--- src/rtl/lsu_request_dispatcher.sv ---
// lsu_request_dispatcher: accepts core memory ops, allocates LSU tags, drives
// the two-phase LSU instr/data handshake and returns completions to the core
// in completion order through a response FIFO.
module lsu_request_dispatcher #(
  parameter int TAG_WIDTH    = 10,
  parameter int ID_WIDTH     = 8,
  parameter int MAX_INFLIGHT = 8
) (
  input  logic                              clk_in,
  input  logic                              rst_in,
  input  logic                              core_req_valid_in,
  output logic                              core_req_ready_out,
  input  logic                              core_req_is_write_in,
  input  logic [ID_WIDTH-1:0]               core_req_id_in,
  input  logic [63:0]                       core_req_addr_in,
  input  logic [63:0]                       core_req_value_in,
  output logic                              proc_instr_valid_out,
  input  logic                              proc_instr_ready_in,
  output logic [TAG_WIDTH-1:0]              proc_instr_tag_out,
  output logic                              proc_instr_is_write_out,
  output logic                              proc_data_valid_out,
  input  logic                              proc_data_ready_in,
  output logic [TAG_WIDTH-1:0]              proc_data_tag_out,
  output logic [63:0]                       proc_addr_out,
  output logic [63:0]                       proc_value_out,
  input  logic                              completion_valid_in,
  input  logic [TAG_WIDTH-1:0]              completion_tag_in,
  input  logic [63:0]                       completion_value_in,
  output logic                              core_resp_valid_out,
  input  logic                              core_resp_ready_in,
  output logic [ID_WIDTH-1:0]               core_resp_id_out,
  output logic                              core_resp_is_write_out,
  output logic [63:0]                       core_resp_value_out,
  output logic [$clog2(MAX_INFLIGHT):0]     inflight_count_out,
  output logic                              tag_error_out
);

  localparam int SLOT_W = (MAX_INFLIGHT > 1) ? $clog2(MAX_INFLIGHT) : 1;
  localparam int CNT_W  = $clog2(MAX_INFLIGHT) + 1;

  typedef enum logic [1:0] {IDLE, INSTR, DATA} state_t;

  state_t state;

  // Slot table
  logic [MAX_INFLIGHT-1:0] busy;
  logic [ID_WIDTH-1:0]     slot_id [MAX_INFLIGHT];
  logic                    slot_wr [MAX_INFLIGHT];

  // Response FIFO
  logic [ID_WIDTH-1:0]     fifo_id  [MAX_INFLIGHT];
  logic                    fifo_wr  [MAX_INFLIGHT];
  logic [63:0]             fifo_val [MAX_INFLIGHT];
  logic [SLOT_W-1:0]       wr_ptr;
  logic [SLOT_W-1:0]       rd_ptr;
  logic [CNT_W-1:0]        fifo_cnt;

  logic              accept;
  logic              pop;
  logic              cmpl_hit;
  logic [SLOT_W-1:0] cmpl_slot;
  logic [SLOT_W-1:0] free_idx;
  logic              free_found;

  assign core_req_ready_out  = (state == IDLE) && (inflight_count_out < CNT_W'(MAX_INFLIGHT));
  assign accept              = core_req_valid_in && core_req_ready_out;
  assign core_resp_valid_out = (fifo_cnt != '0);
  assign pop                 = core_resp_valid_out && core_resp_ready_in;

  assign cmpl_slot = completion_tag_in[SLOT_W-1:0];
  assign cmpl_hit  = completion_valid_in
                   && (completion_tag_in < TAG_WIDTH'(MAX_INFLIGHT))
                   && busy[cmpl_slot];

  // Head fields are masked so the outputs read 0 whenever the FIFO is empty.
  assign core_resp_id_out       = core_resp_valid_out ? fifo_id[rd_ptr]  : '0;
  assign core_resp_is_write_out = core_resp_valid_out ? fifo_wr[rd_ptr]  : 1'b0;
  assign core_resp_value_out    = core_resp_valid_out ? fifo_val[rd_ptr] : '0;

  // Lowest-index free slot from the registered busy vector.
  always_comb begin
    free_idx   = '0;
    free_found = 1'b0;
    for (int unsigned i = 0; i < MAX_INFLIGHT; i++) begin
      if (!busy[i] && !free_found) begin
        free_idx   = SLOT_W'(i);
        free_found = 1'b1;
      end
    end
  end

  // Request FSM: IDLE -> INSTR -> DATA -> IDLE with registered LSU outputs.
  always_ff @(posedge clk_in) begin
    if (rst_in) begin
      state                   <= IDLE;
      proc_instr_valid_out    <= 1'b0;
      proc_instr_tag_out      <= '0;
      proc_instr_is_write_out <= 1'b0;
      proc_data_valid_out     <= 1'b0;
      proc_data_tag_out       <= '0;
      proc_addr_out           <= '0;
      proc_value_out          <= '0;
    end else begin
      case (state)
        IDLE: begin
          if (accept) begin
            state                   <= INSTR;
            proc_instr_valid_out    <= 1'b1;
            proc_instr_tag_out      <= TAG_WIDTH'(free_idx);
            proc_instr_is_write_out <= core_req_is_write_in;
            proc_data_tag_out       <= TAG_WIDTH'(free_idx);
            proc_addr_out           <= core_req_addr_in;
            proc_value_out          <= core_req_value_in;
          end
        end
        INSTR: begin
          if (proc_instr_ready_in) begin
            state                <= DATA;
            proc_instr_valid_out <= 1'b0;
            proc_data_valid_out  <= 1'b1;
          end
        end
        DATA: begin
          if (proc_data_ready_in) begin
            state               <= IDLE;
            proc_data_valid_out <= 1'b0;
          end
        end
        default: state <= IDLE;
      endcase
    end
  end

  // Slot table: allocate on accept, free on a valid completion. The two never
  // target the same slot because allocation only picks non-busy slots.
  always_ff @(posedge clk_in) begin
    if (rst_in) begin
      busy <= '0;
    end else begin
      if (cmpl_hit) busy[cmpl_slot] <= 1'b0;
      if (accept) begin
        busy[free_idx]    <= 1'b1;
        slot_id[free_idx] <= core_req_id_in;
        slot_wr[free_idx] <= core_req_is_write_in;
      end
    end
  end

  // Response FIFO; credit accounting guarantees it never overflows.
  always_ff @(posedge clk_in) begin
    if (rst_in) begin
      wr_ptr   <= '0;
      rd_ptr   <= '0;
      fifo_cnt <= '0;
    end else begin
      if (cmpl_hit) begin
        fifo_id[wr_ptr]  <= slot_id[cmpl_slot];
        fifo_wr[wr_ptr]  <= slot_wr[cmpl_slot];
        fifo_val[wr_ptr] <= completion_value_in;
        wr_ptr           <= wr_ptr + 1'b1;
      end
      if (pop) rd_ptr <= rd_ptr + 1'b1;
      case ({cmpl_hit, pop})
        2'b10:   fifo_cnt <= fifo_cnt + 1'b1;
        2'b01:   fifo_cnt <= fifo_cnt - 1'b1;
        default: fifo_cnt <= fifo_cnt;
      endcase
    end
  end

  // Credit counter (busy slots plus queued responses) and sticky tag error.
  always_ff @(posedge clk_in) begin
    if (rst_in) begin
      inflight_count_out <= '0;
      tag_error_out      <= 1'b0;
    end else begin
      case ({accept, pop})
        2'b10:   inflight_count_out <= inflight_count_out + 1'b1;
        2'b01:   inflight_count_out <= inflight_count_out - 1'b1;
        default: inflight_count_out <= inflight_count_out;
      endcase
      if (completion_valid_in && !cmpl_hit) tag_error_out <= 1'b1;
    end
  end

endmodule
--- config.mk ---
export PLATFORM = sky130hd
export DESIGN_NAME = lsu_request_dispatcher
export DESIGN_NICKNAME = d
export VERILOG_FILES = /design/src/rtl/lsu_request_dispatcher.sv
export SDC_FILE = /design/constraint.sdc
export NUM_CORES = 1
export LEC_CHECK = 0
export ABC_AREA = 1
export BUFFER_PORTS_ARGS = -buffer_cell sky130_fd_sc_hd__clkbuf_2
export CORE_UTILIZATION = 62
export DETAILED_ROUTE_END_ITERATION = 6
export PLACE_DENSITY = 0.82
export SYNTH_ARGS = -nofsm -noshare
export SYNTH_HDL_FRONTEND = slang
export SYNTH_SLANG_ARGS = --single-unit
--- constraint.sdc ---
create_clock -name clk_in -period 12.52 [get_ports clk_in]
set_input_delay 1.252 -clock clk_in [delete_from_list [all_inputs] [get_ports clk_in]]
set_output_delay 1.252 -clock clk_in [all_outputs]
set_load 0.01 [all_outputs]
==> impl_metrics.py, run 1 <==
metrics = {
    "run_status": {
        "status": "completed",
    },
    "placed_design": {
        "placed_cells": 3729,
        "hpwl_mm": 47.1,
        "gp_congestion": 1.02,
        "placement.io_buffers": 434,
    },
    "grt": {
        "grt_max_degree": 208,
        "grt_first_pass_wirelength_mm": 122,
        "grt_pass1_vias": 21900,
        "groute.usage.overall": 0.301,
        "antenna_found_initial": 13,
        "overflow": 0,
    },
    "floorplan": {
        "core-area_mm2": 0.0505,
        "io_pins": 449,
        "die_area_mm2": 0.0524,
        "die_w_um": 229,
        "start_util": 0.633,
        "rows": 82,
        "die_h_um": 229,
    },
    "min_path": {
        "worstHoldPathCells": 2,
        "hold_end": "proc_value_out[39]$_SDFFE_PP0P_",
        "hold_class": "flop to flop",
        "hp-start": "proc_value_out[39]$_SDFFE_PP0P_",
    },
    "synth": {
        "synth_warnings": 0,
        "yosys-top-cells-area": "edfxtp_1 (62%), dfxtp_1 (10%), nor2_1 (7.4%)",
        "syn_avg_cell_area_um2": 11.5,
        "seq_area_frac_synth": 0.719,
        "netlist-cell-type-count": 43,
        "yosysTopAreaCellShare": 0.617,
        "syn_area_mm2": 0.0319,
        "yosys.area.top_type": "edfxtp_1",
        "ys_seq_elements": 818,
        "synthCells": 2777,
    },
    "route": {
        "vias": 22700,
        "drtIter0Drc": 2509,
        "dr.pass1.iters": 6,
        "drt-total-wl_mm": 79.8,
        "routedWlPerCell_um": 20.6,
        "vias_per_cell": 5.86,
        "drc_errors": 0,
        "postRouteAntennaNets": 0,
    },
    "pwr": {
        "powerDensity_mw_per_mm2": 209,
        "ir_drop_uv": 197,
        "finalPower_mw": 7.71,
        "p_leak_nw": 13.7,
    },
    "worst_setup_path": {
        "cp-start-kind": "flop",
        "worstPathArrival_ns": 3.95,
        "rr_endpoint": "fifo_val[2][8]$_DFFE_PP_",
        "worstReg2RegStart": "busy[3]$_SDFF_PP0_",
        "critPathCaptureType": "primary output",
        "rrSetupSlack_ns": 9.20,
        "cp_max_fo": 207,
        "cp.required_ns": 11.27,
        "ff2ff_path_depth": 7,
        "worstSetupPathType": "flop to primary output",
    },
    "cts": {
        "clock-sinks": 818,
        "cts_tree": "built",
        "cts-buffers-inserted": 79,
        "cts.repair.resized": 0,
        "cts_setup_buffers": 0,
        "clockBufferDepth": 3,
        "clk_latency_ns": 0.62,
        "postCtsHoldBufs": 0,
        "path_clk_slew_ns": 0.06,
        "ctsRootBufferMaster": "clkbuf_16",
        "ctsHtreeMaxLevel": 3,
    },
    "layout": {
        "syn_to_final_growth_pct": 15.8,
        "multi_input_area_mm2": 0.00789,
        "seq_area_mm2": 0.0230,
        "post-route-util": 0.732,
        "fillers": 3335,
        "final_nets": 3365,
        "drive_gt1_frac": 0.193,
        "layout_commonest_cell": "edfxtp_1",
        "mostFrequentLayoutCells": "edfxtp_1 (656), nor2_1 (622), clkbuf_2 (433)",
        "instances_no_fill": 3880,
    },
    "sta": {
        "post-route-min-period_ns": 5.21,
        "post-route-period-util": 0.416,
        "rsz0062_at_grt": "no",
        "slew_viol_final": 0,
        "hold_viol_final": 0,
        "fmax_mhz": 192,
        "max_slew.worst_pin.slew_ns": 1.38,
        "timing.slew.headroom": 0.0803,
        "fin_skew_ns": 0.0288,
        "setup-tns-final_ns": 0,
        "setup_viol": 0,
    },
    "job": {
        "drv_cap": 0,
    },
}
[how the worst max path moves through the flow]
stage	start	to	slack, ns	depth (start not counted)
after floorplan	completion_tag_in[0]	fifo_id[1][0]$_DFFE_PP_	6.92	8
after global placement	completion_tag_in[0]	fifo_val[2][4]$_DFFE_PP_	7.84	8
after detailed placement	completion_tag_in[0]	fifo_val[2][4]$_DFFE_PP_	7.76	8
after CTS	flop	core_resp_value_out[41]	7.19	7
after global routing	flop	core_resp_value_out[41]	6.98	7
final	flop	core_resp_value_out[41]	7.31	7
[layout make-up]
class                           instances  share of cell area
Sequential cell                       818               0.621
Multi-Input combinational cell       1707               0.213
Timing Repair Buffer                  454              0.0629
Clock buffer                          100              0.0598
Tap cell                              672              0.0227
Clock inverter                         46              0.0117
Inverter                               78             0.00823
Antenna cell                            5            0.000338
[state kept, by name, indices dropped and copies added, names as in the netlist, 4 cells and up, named ones only]
name                count
slot_id                64
slot_wr                 8
inflight_count_out      4
fifo_val              512
busy                    8
fifo_wr                 8
proc_addr_out          64
proc_value_out         64
fifo_id                64
fifo_cnt                4
[through the flow]
step | worst slack (ns) | area (µm²) | hold WS (ns)
after detailed placement | 7.76 | 34300 | 0.451
final | 7.31 | 37000 | 0.463
after CTS | 7.19 | 37000 | 0.463
after global placement | 7.84 | 34300 | 0.439
after global routing | 6.98 | 37000 | 0.475
after floorplan | 6.92 | 32000 | 0.433
[report_power, final]
group / internal (mW) / switching [mW]
clock network: 1.40 / 1.00
registers: 3.03 / 0.138
logic: 0.695 / 1.44
[layer usage]
metal / global-route usage / routed length, µm
met2: 0.501 / 39400
met1: 0.390 / 30900
met3: 0.0613 / 6800
met4: 0.122 / 2600
met5: 0 / 108
[cell families (layout without fill, tap and decap cells)]
group | after synthesis | count (layout) | synth area share
xor gates and xnor gates | 5 | 5 | 0.00137
adders and majority gates | 9 | 9 | 0.00376
AOI/OAI and AO/OA | 641 | 641 | 0.112
other | 1 | 19 | 0.000117
and+or+nand+nor | 1038 | 1038 | 0.127
DFF | 818 | 818 | 0.719
buffers and inverters | 265 | 678 | 0.0380
[synth_stat cells (all sizes together)]
library cell    n
o2bb2ai         2
ha              8
o22ai           6
buf           104
o21ai         393
fa              1
inv            74
a22oi           6
nand3          22
nor3            3
xor2            2
a21oi         153
clkbuf         83
clkinv          4
o32ai          73
edfxtp        656
nand3b          3
o2111ai         2
conb            1
a31oi           1
o211ai          1
o21a            1
nand2         355
a221oi          1
a211oi          1
xnor2           3
nor2          636
a22o            1
nand4          19
dfxtp         162
[worst max-delay path: stages (launching register included)]
cell and delay, ns:
dfxtp_4 0.61, inv_8 0.73, buf_4 0.84, o21ai_0 0.26, o21ai_1 0.16, o21ai_0 0.10, nor2_1 0.30, clkbuf_2 0.19
Power figures use the tool's default switching activity.
==> run 2: changes to the inputs <==
- ABC_AREA: 1 -> 0
- CORE_UTILIZATION: 62 -> 57
- PLACE_DENSITY: 0.82 -> 0.77
- clock period: 12.52 -> 4.89 ns (I/O delays scaled with it)
==> run 2 against run 1 <==
Against the previous run: clock skew is 0.0096 ns lower; critical path type unchanged; final area is 0.35% lower; via count is 22% lower; critical path depth is 2 lower; wire length is 7.7% lower; register-to-register slack worse by 7.3 ns; largest cell class unchanged; largest power group unchanged.
==> impl_metrics.py, run 2 <==
metrics = {
    "run_status": {
        "status": "completed",
    },
    "placed_design": {
        "gp_congestion": 0.879,
        "hpwl_mm": 46.0,
        "dp_slack_ns": 1.22,
        "placement.io_buffers": 434,
    },
    "route": {
        "drtIter0Drc": 1373,
        "routedWlPerCell_um": 24.0,
        "dr.pass1.iters": 5,
        "postRouteAntennaNets": 0,
        "vias_per_cell": 5.78,
        "drc_errors": 0,
        "vias": 17700,
        "drt-total-wl_mm": 73.6,
    },
    "layout": {
        "syn_to_final_growth_pct": 18.1,
        "drive_gt1_frac": 0.322,
        "seq_area_mm2": 0.0230,
        "regMostFlops": "fifo_val",
        "largest_register_ffs": 512,
        "multi_input_area_mm2": 0.00777,
        "final_nets": 2531,
        "fillers": 3589,
        "post-route-util": 0.683,
        "mostFrequentLayoutCells": "edfxtp_1 (656), clkbuf_2 (434), nand2_1 (275)",
        "layout_commonest_cell": "edfxtp_1",
    },
    "worst_setup_path": {
        "cp.required_ns": 4.40,
        "cp_max_fo": 28,
        "worstPathArrival_ns": 2.97,
        "rrSetupSlack_ns": 1.87,
        "cp_cell_sequence": "buf_4, mux4_2, mux2i_1, nor2_1, clkbuf_2",
        "cp_slowest_cell": "dfxtp_4",
        "ff2ff_path_depth": 6,
        "cp-endpoint": "core_resp_id_out[7]",
        "critPathCaptureType": "primary output",
        "rr_endpoint": "fifo_val[5][30]$_DFFE_PP_",
        "cp_slowest_stage_delay_ns": 0.72,
        "cp-start-kind": "flop",
        "worstSetupPathType": "flop to primary output",
        "worstReg2RegStart": "busy[3]$_SDFF_PP0_",
    },
    "synth": {
        "synth_edf_count": 656,
        "ys_async_sr_fraction": 0,
        "yosysTopAreaCellShare": 0.632,
        "synth_common_cells": "edfxtp_1 (656), nand2_1 (275), dfxtp_1 (162), mux4_2 (153), a21oi_1 (142)",
        "ys_seq_elements": 818,
        "seq_area_frac_synth": 0.736,
        "synthCells": 1871,
        "netlist-cell-type-count": 61,
        "synthFlopType": "edfxtp_1",
        "synth_most_common_cell": "edfxtp_1",
        "yosys-top-cells-area": "edfxtp_1 (63%), mux4_2 (11%), dfxtp_1 (10%)",
        "synth_warnings": 0,
        "syn_area_mm2": 0.0312,
        "yosys.area.top_type": "edfxtp_1",
        "syn_avg_cell_area_um2": 16.7,
    },
    "sta": {
        "rsz0062_at_grt": "no",
        "timing.slew.headroom": 0.251,
        "finalWorstSetupSlack_ns": 1.43,
        "post-route-min-period_ns": 3.46,
        "fmax_mhz": 289,
        "fin_skew_ns": 0.0192,
        "slew_viol_final": 0,
        "setup_viol": 0,
        "hold_viol_final": 0,
        "max_slew.worst_pin.slew_ns": 1.12,
        "post-route-period-util": 0.708,
    },
    "grt": {
        "grt_first_pass_wirelength_mm": 110,
        "grt_pass1_vias": 18000,
        "groute.usage.overall": 0.267,
        "overflow": 0,
        "antenna_found_initial": 12,
        "grt_max_degree": 105,
    },
    "cts": {
        "postCtsHoldBufs": 0,
        "path_clk_slew_ns": 0.06,
        "cts_tree": "built",
        "clk_latency_ns": 0.63,
        "cts-buffers-inserted": 81,
        "cts_setup_buffers": 0,
        "clockBufferDepth": 3,
        "clock-sinks": 818,
        "ctsRootBufferMaster": "clkbuf_16",
        "cts.repair.resized": 0,
        "ctsHtreeMaxLevel": 3,
    },
    "floorplan": {
        "start_util": 0.578,
        "die_h_um": 236,
        "rows": 85,
        "die_area_mm2": 0.0556,
        "io_pins": 449,
        "core-area_mm2": 0.0539,
        "die_w_um": 236,
    },
    "pwr": {
        "ir_drop_uv": 285,
        "p_leak_nw": 12.8,
        "powerDensity_mw_per_mm2": 390,
        "finalPower_mw": 14.3,
    },
    "min_path": {
        "hold_class": "primary input to flop",
    },
    "job": {
        "drv_cap": 0,
    },
}
[run 2: changes by cell type after synthesis, sizes merged, moves of 12 or more]
cell	delta
mux2i	+86
nor2b	+12
mux4	+153
o21ai	-386
inv	-63
nor2	-522
buf	-54
nand4	-18
o32ai	-70
nand3	-16
nand2	-80
[run 2: per-layer routing]
| metal | vias up | global-route usage | part of all wire |
|---|---|---|---|
| met5 | - | 0 | 0.0019 |
| met3 | 130 | 0.0657 | 0.074 |
| met2 | 703 | 0.436 | 0.49 |
| met1 | 8882 | 0.350 | 0.40 |
| met4 | 22 | 0.0982 | 0.030 |
| li1 | 7993 | - | - |
[run 2: logic make-up after synthesis]
group / synth area share
flops: 0.736
simple gates: 0.0617
mux: 0.142
compound gates: 0.0352
buf+inv: 0.0196
fa+ha+maj: 0.00385
xor+xnor: 0.00197
other cells: 0.000120
[run 2: how the worst min path moves through the flow]
stage,startpoint,to,cells past startpoint
after global placement,proc_value_out[44]$_SDFFE_PP0P_,proc_value_out[44]$_SDFFE_PP0P_,2
after detailed placement,proc_value_out[40]$_SDFFE_PP0P_,proc_value_out[40]$_SDFFE_PP0P_,2
after floorplan,fifo_cnt[3]$_SDFFE_PP0P_,fifo_cnt[3]$_SDFFE_PP0P_,2
after global routing,core_req_addr_in[42],proc_addr_out[42]$_SDFFE_PP0P_,3
final,core_req_addr_in[61],proc_addr_out[61]$_SDFFE_PP0P_,3
after CTS,core_req_addr_in[42],proc_addr_out[42]$_SDFFE_PP0P_,3
[run 2: power by group]
part | switching (mW) | internal [mW] | leakage, nW | total [mW]
sequential | 0.0557 | 7.60 | 7.23 | 7.65
clock | 2.59 | 3.50 | 1.28 | 6.09
combinational | 0.399 | 0.207 | 4.27 | 0.605
total | 3.04 | 11.3 | 12.8 | 14.3
[run 2: worst max-delay path: cells and delay by family, from the launching register on]
family | cells | cell delay (ns)
muxes | 2 | 0.84
DFF | 1 | 0.72
buffers and inverters | 2 | 0.69
and+or+nand+nor | 1 | 0.07
[run 2: cell type report]
cell class | instances | share of cell area
diodes | 1 | 0.0000679
clock buffers | 107 | 0.0606
clock inverters | 44 | 0.0107
inverters | 12 | 0.00129
multi-input cells | 927 | 0.211
flip-flops and latches | 818 | 0.623
well taps | 696 | 0.0236
repair buffers | 464 | 0.0696
[run 2: stage by stage]
step	cell area, µm²	instances	hold WS, ns	TNS (ns)
final	36800	3069	0.0860	0
after global routing	36800	3068	0.0772	0
after CTS	36800	3068	0.0515	0
after detailed placement	34200	2917	0.446	0
after global placement	34200	2917	0.443	0
after floorplan	31300	1884	0.457	-298.64
==> run 3: changes to the inputs <==
- ABC_AREA: 0 -> 1
- PLACE_DENSITY: 0.77 -> 0.76
- clock period: 4.89 -> 3.4 ns (I/O delays scaled with it)
==> run 3 against run 2 <==
Against the previous run: critical path depth rose by 1; die area rose by 2.4%; first-iteration DRC count rose by 68%; setup slack got worse by 1.2 ns; critical path type unchanged; critical endpoint is now core_resp_id_out[5]; largest cell class unchanged; highest routed layer unchanged.
==> impl_metrics.py, run 3 (synthesized netlist as in run 1, its figures left out) <==
metrics = {
    "run_status": {
        "status": "completed",
    },
    "min_path": {
        "hold_end": "fifo_val[3][59]$_DFFE_PP_",
        "hold_class": "primary input to flop",
        "hp-start": "completion_value_in[59]",
        "worstHoldPathCells": 1,
    },
    "floorplan": {
        "core-area_mm2": 0.0552,
        "start_util": 0.578,
        "io_pins": 449,
        "rows": 86,
        "die_w_um": 239,
        "die_h_um": 239,
        "die_area_mm2": 0.0570,
    },
    "sta": {
        "max_slew.worst_pin.slew_ns": 1.09,
        "hold_viol_final": 0,
        "post-route-period-util": 0.931,
        "post-route-min-period_ns": 3.16,
        "timing.slew.headroom": 0.271,
        "fmax_mhz": 316,
        "setup_viol": 0,
        "setup-tns-final_ns": 0,
        "fin_skew_ns": 0.0226,
        "rsz0062_at_grt": "no",
        "slew_viol_final": 0,
    },
    "route": {
        "dr.pass1.iters": 5,
        "vias": 23600,
        "vias_per_cell": 5.69,
        "drc_errors": 0,
        "drt-total-wl_mm": 83.0,
        "drtIter0Drc": 2300,
        "routedWlPerCell_um": 20.0,
        "postRouteAntennaNets": 0,
    },
    "layout": {
        "multi_input_area_mm2": 0.00789,
        "largest_register_ffs": 512,
        "post-route-util": 0.708,
        "instances_no_fill": 4145,
        "regMostFlops": "fifo_val",
        "mostFrequentLayoutCells": "edfxtp_1 (656), nor2_1 (622), clkbuf_2 (433)",
        "seq_area_mm2": 0.0230,
        "layout_commonest_cell": "edfxtp_1",
        "drive_gt1_frac": 0.182,
        "final_nets": 3555,
        "fillers": 3648,
        "finalInstanceArea_mm2": 0.0391,
        "syn_to_final_growth_pct": 22.5,
    },
    "cts": {
        "clockBufferDepth": 3,
        "cts_tree": "built",
        "clk_latency_ns": 0.63,
        "cts-buffers-inserted": 81,
        "ctsHtreeMaxLevel": 3,
        "ctsRootBufferMaster": "clkbuf_16",
        "path_clk_slew_ns": 0.06,
        "clock-sinks": 818,
    },
    "pwr": {
        "powerDensity_mw_per_mm2": 735,
        "ir_drop_uv": 731,
        "p_leak_nw": 14.6,
    },
    "grt": {
        "groute.usage.overall": 0.287,
        "grt_pass1_vias": 23400,
        "grt_max_degree": 149,
        "grt_first_pass_wirelength_mm": 127,
        "antenna_found_initial": 7,
        "overflow": 0,
    },
    "worst_setup_path": {
        "rr_endpoint": "proc_value_out[4]$_SDFFE_PP0P_",
        "cp.required_ns": 3.06,
        "worstReg2RegStart": "state[1]$_SDFFE_PP0P_",
        "cp_max_fo": 74,
        "cp-start-kind": "flop",
        "worstSetupPathType": "flop to primary output",
        "worstPathArrival_ns": 2.82,
        "ff2ff_path_depth": 8,
        "critPathCaptureType": "primary output",
        "rrSetupSlack_ns": 0.89,
    },
    "placed_design": {
        "hpwl_mm": 45.5,
        "gp_congestion": 0.876,
        "placement.io_buffers": 434,
        "place_area_mm2": 0.0347,
        "placed_cells": 3815,
    },
    "job": {
        "drv_cap": 0,
    },
}
## run 3: changes by cell type in the layout (fill, tap and decap cells not counted), sizes merged, moves of 70 or more
cell	previous run	this run
nor2	114	636
o21ai	7	393
dlygate4sd3	0	177
mux4	153	0
mux2i	86	0
nand2	275	355
o32ai	3	73
## run 3: worst max path at each step
stage                                   from                   endpoint  slack, ns  cells past startpoint
floorplan               completion_tag_in[0]    fifo_id[1][0]$_DFFE_PP_      -0.14                      8
global placement        completion_tag_in[0]  fifo_val[1][26]$_DFFE_PP_       0.70                      9
detailed placement      completion_tag_in[0]  fifo_val[1][48]$_DFFE_PP_       0.67                      9
CTS                                     flop    core_resp_value_out[53]       0.18                      6
global route        fifo_cnt[0]$_SDFFE_PP0P_     core_resp_value_out[2]       0.15                      6
finish              fifo_cnt[0]$_SDFFE_PP0P_        core_resp_id_out[5]       0.24                      6
## run 3: final cells by class
class                      count  area share
antenna                        9    0.000576
clock buffer                 100      0.0558
clock inverter                43      0.0110
inverter                      78     0.00771
multi-input combinational   1707       0.202
sequential                   818       0.587
tap                          748      0.0239
timing repair buffer         642       0.112
## run 3: critical path: stages (launching register included)
cell	delay (ns)
dfxtp_1	0.38
inv_1	0.09
nand4_1	0.14
buf_4	0.75
o21ai_0	0.26
nor2_1	0.36
clkbuf_2	0.20
## run 3: what timing repair did
item                       4_1_cts  5_1_grt
hold buffers                   177        0
hold endpoints to repair       513        0
gates resized for setup          0        0
setup endpoints to repair        0        1
setup buffers                    0        1
## run 3: through the flow
| step | worst slack [ns] | hold slack [ns] | power, mW |
|---|---|---|---|
| floorplan | -0.143 | 0.433 | 17.0 |
| global placement | 0.703 | 0.441 | 19.5 |
| detailed placement | 0.671 | 0.447 | 19.8 |
| CTS | 0.185 | 0.000888 | 28.7 |
| global route | 0.149 | 0.0164 | 30.2 |
| finish | 0.235 | 0.0170 | 28.8 |
## run 3: where the power goes
group	internal, mW	switching, mW
Sequential	11.2	0.329
Clock	5.10	3.69
Combinational	2.83	5.64
## run 3: routing by layer
| metal | global-route usage | up-vias | share of wire |
|---|---|---|---|
| li1 | - | 10800 | - |
| met1 | 0.372 | 11300 | 0.39 |
| met2 | 0.471 | 1181 | 0.49 |
| met3 | 0.0536 | 253 | 0.084 |
| met4 | 0.134 | 2 | 0.041 |
| met5 | 0 | - | 0.00016 |
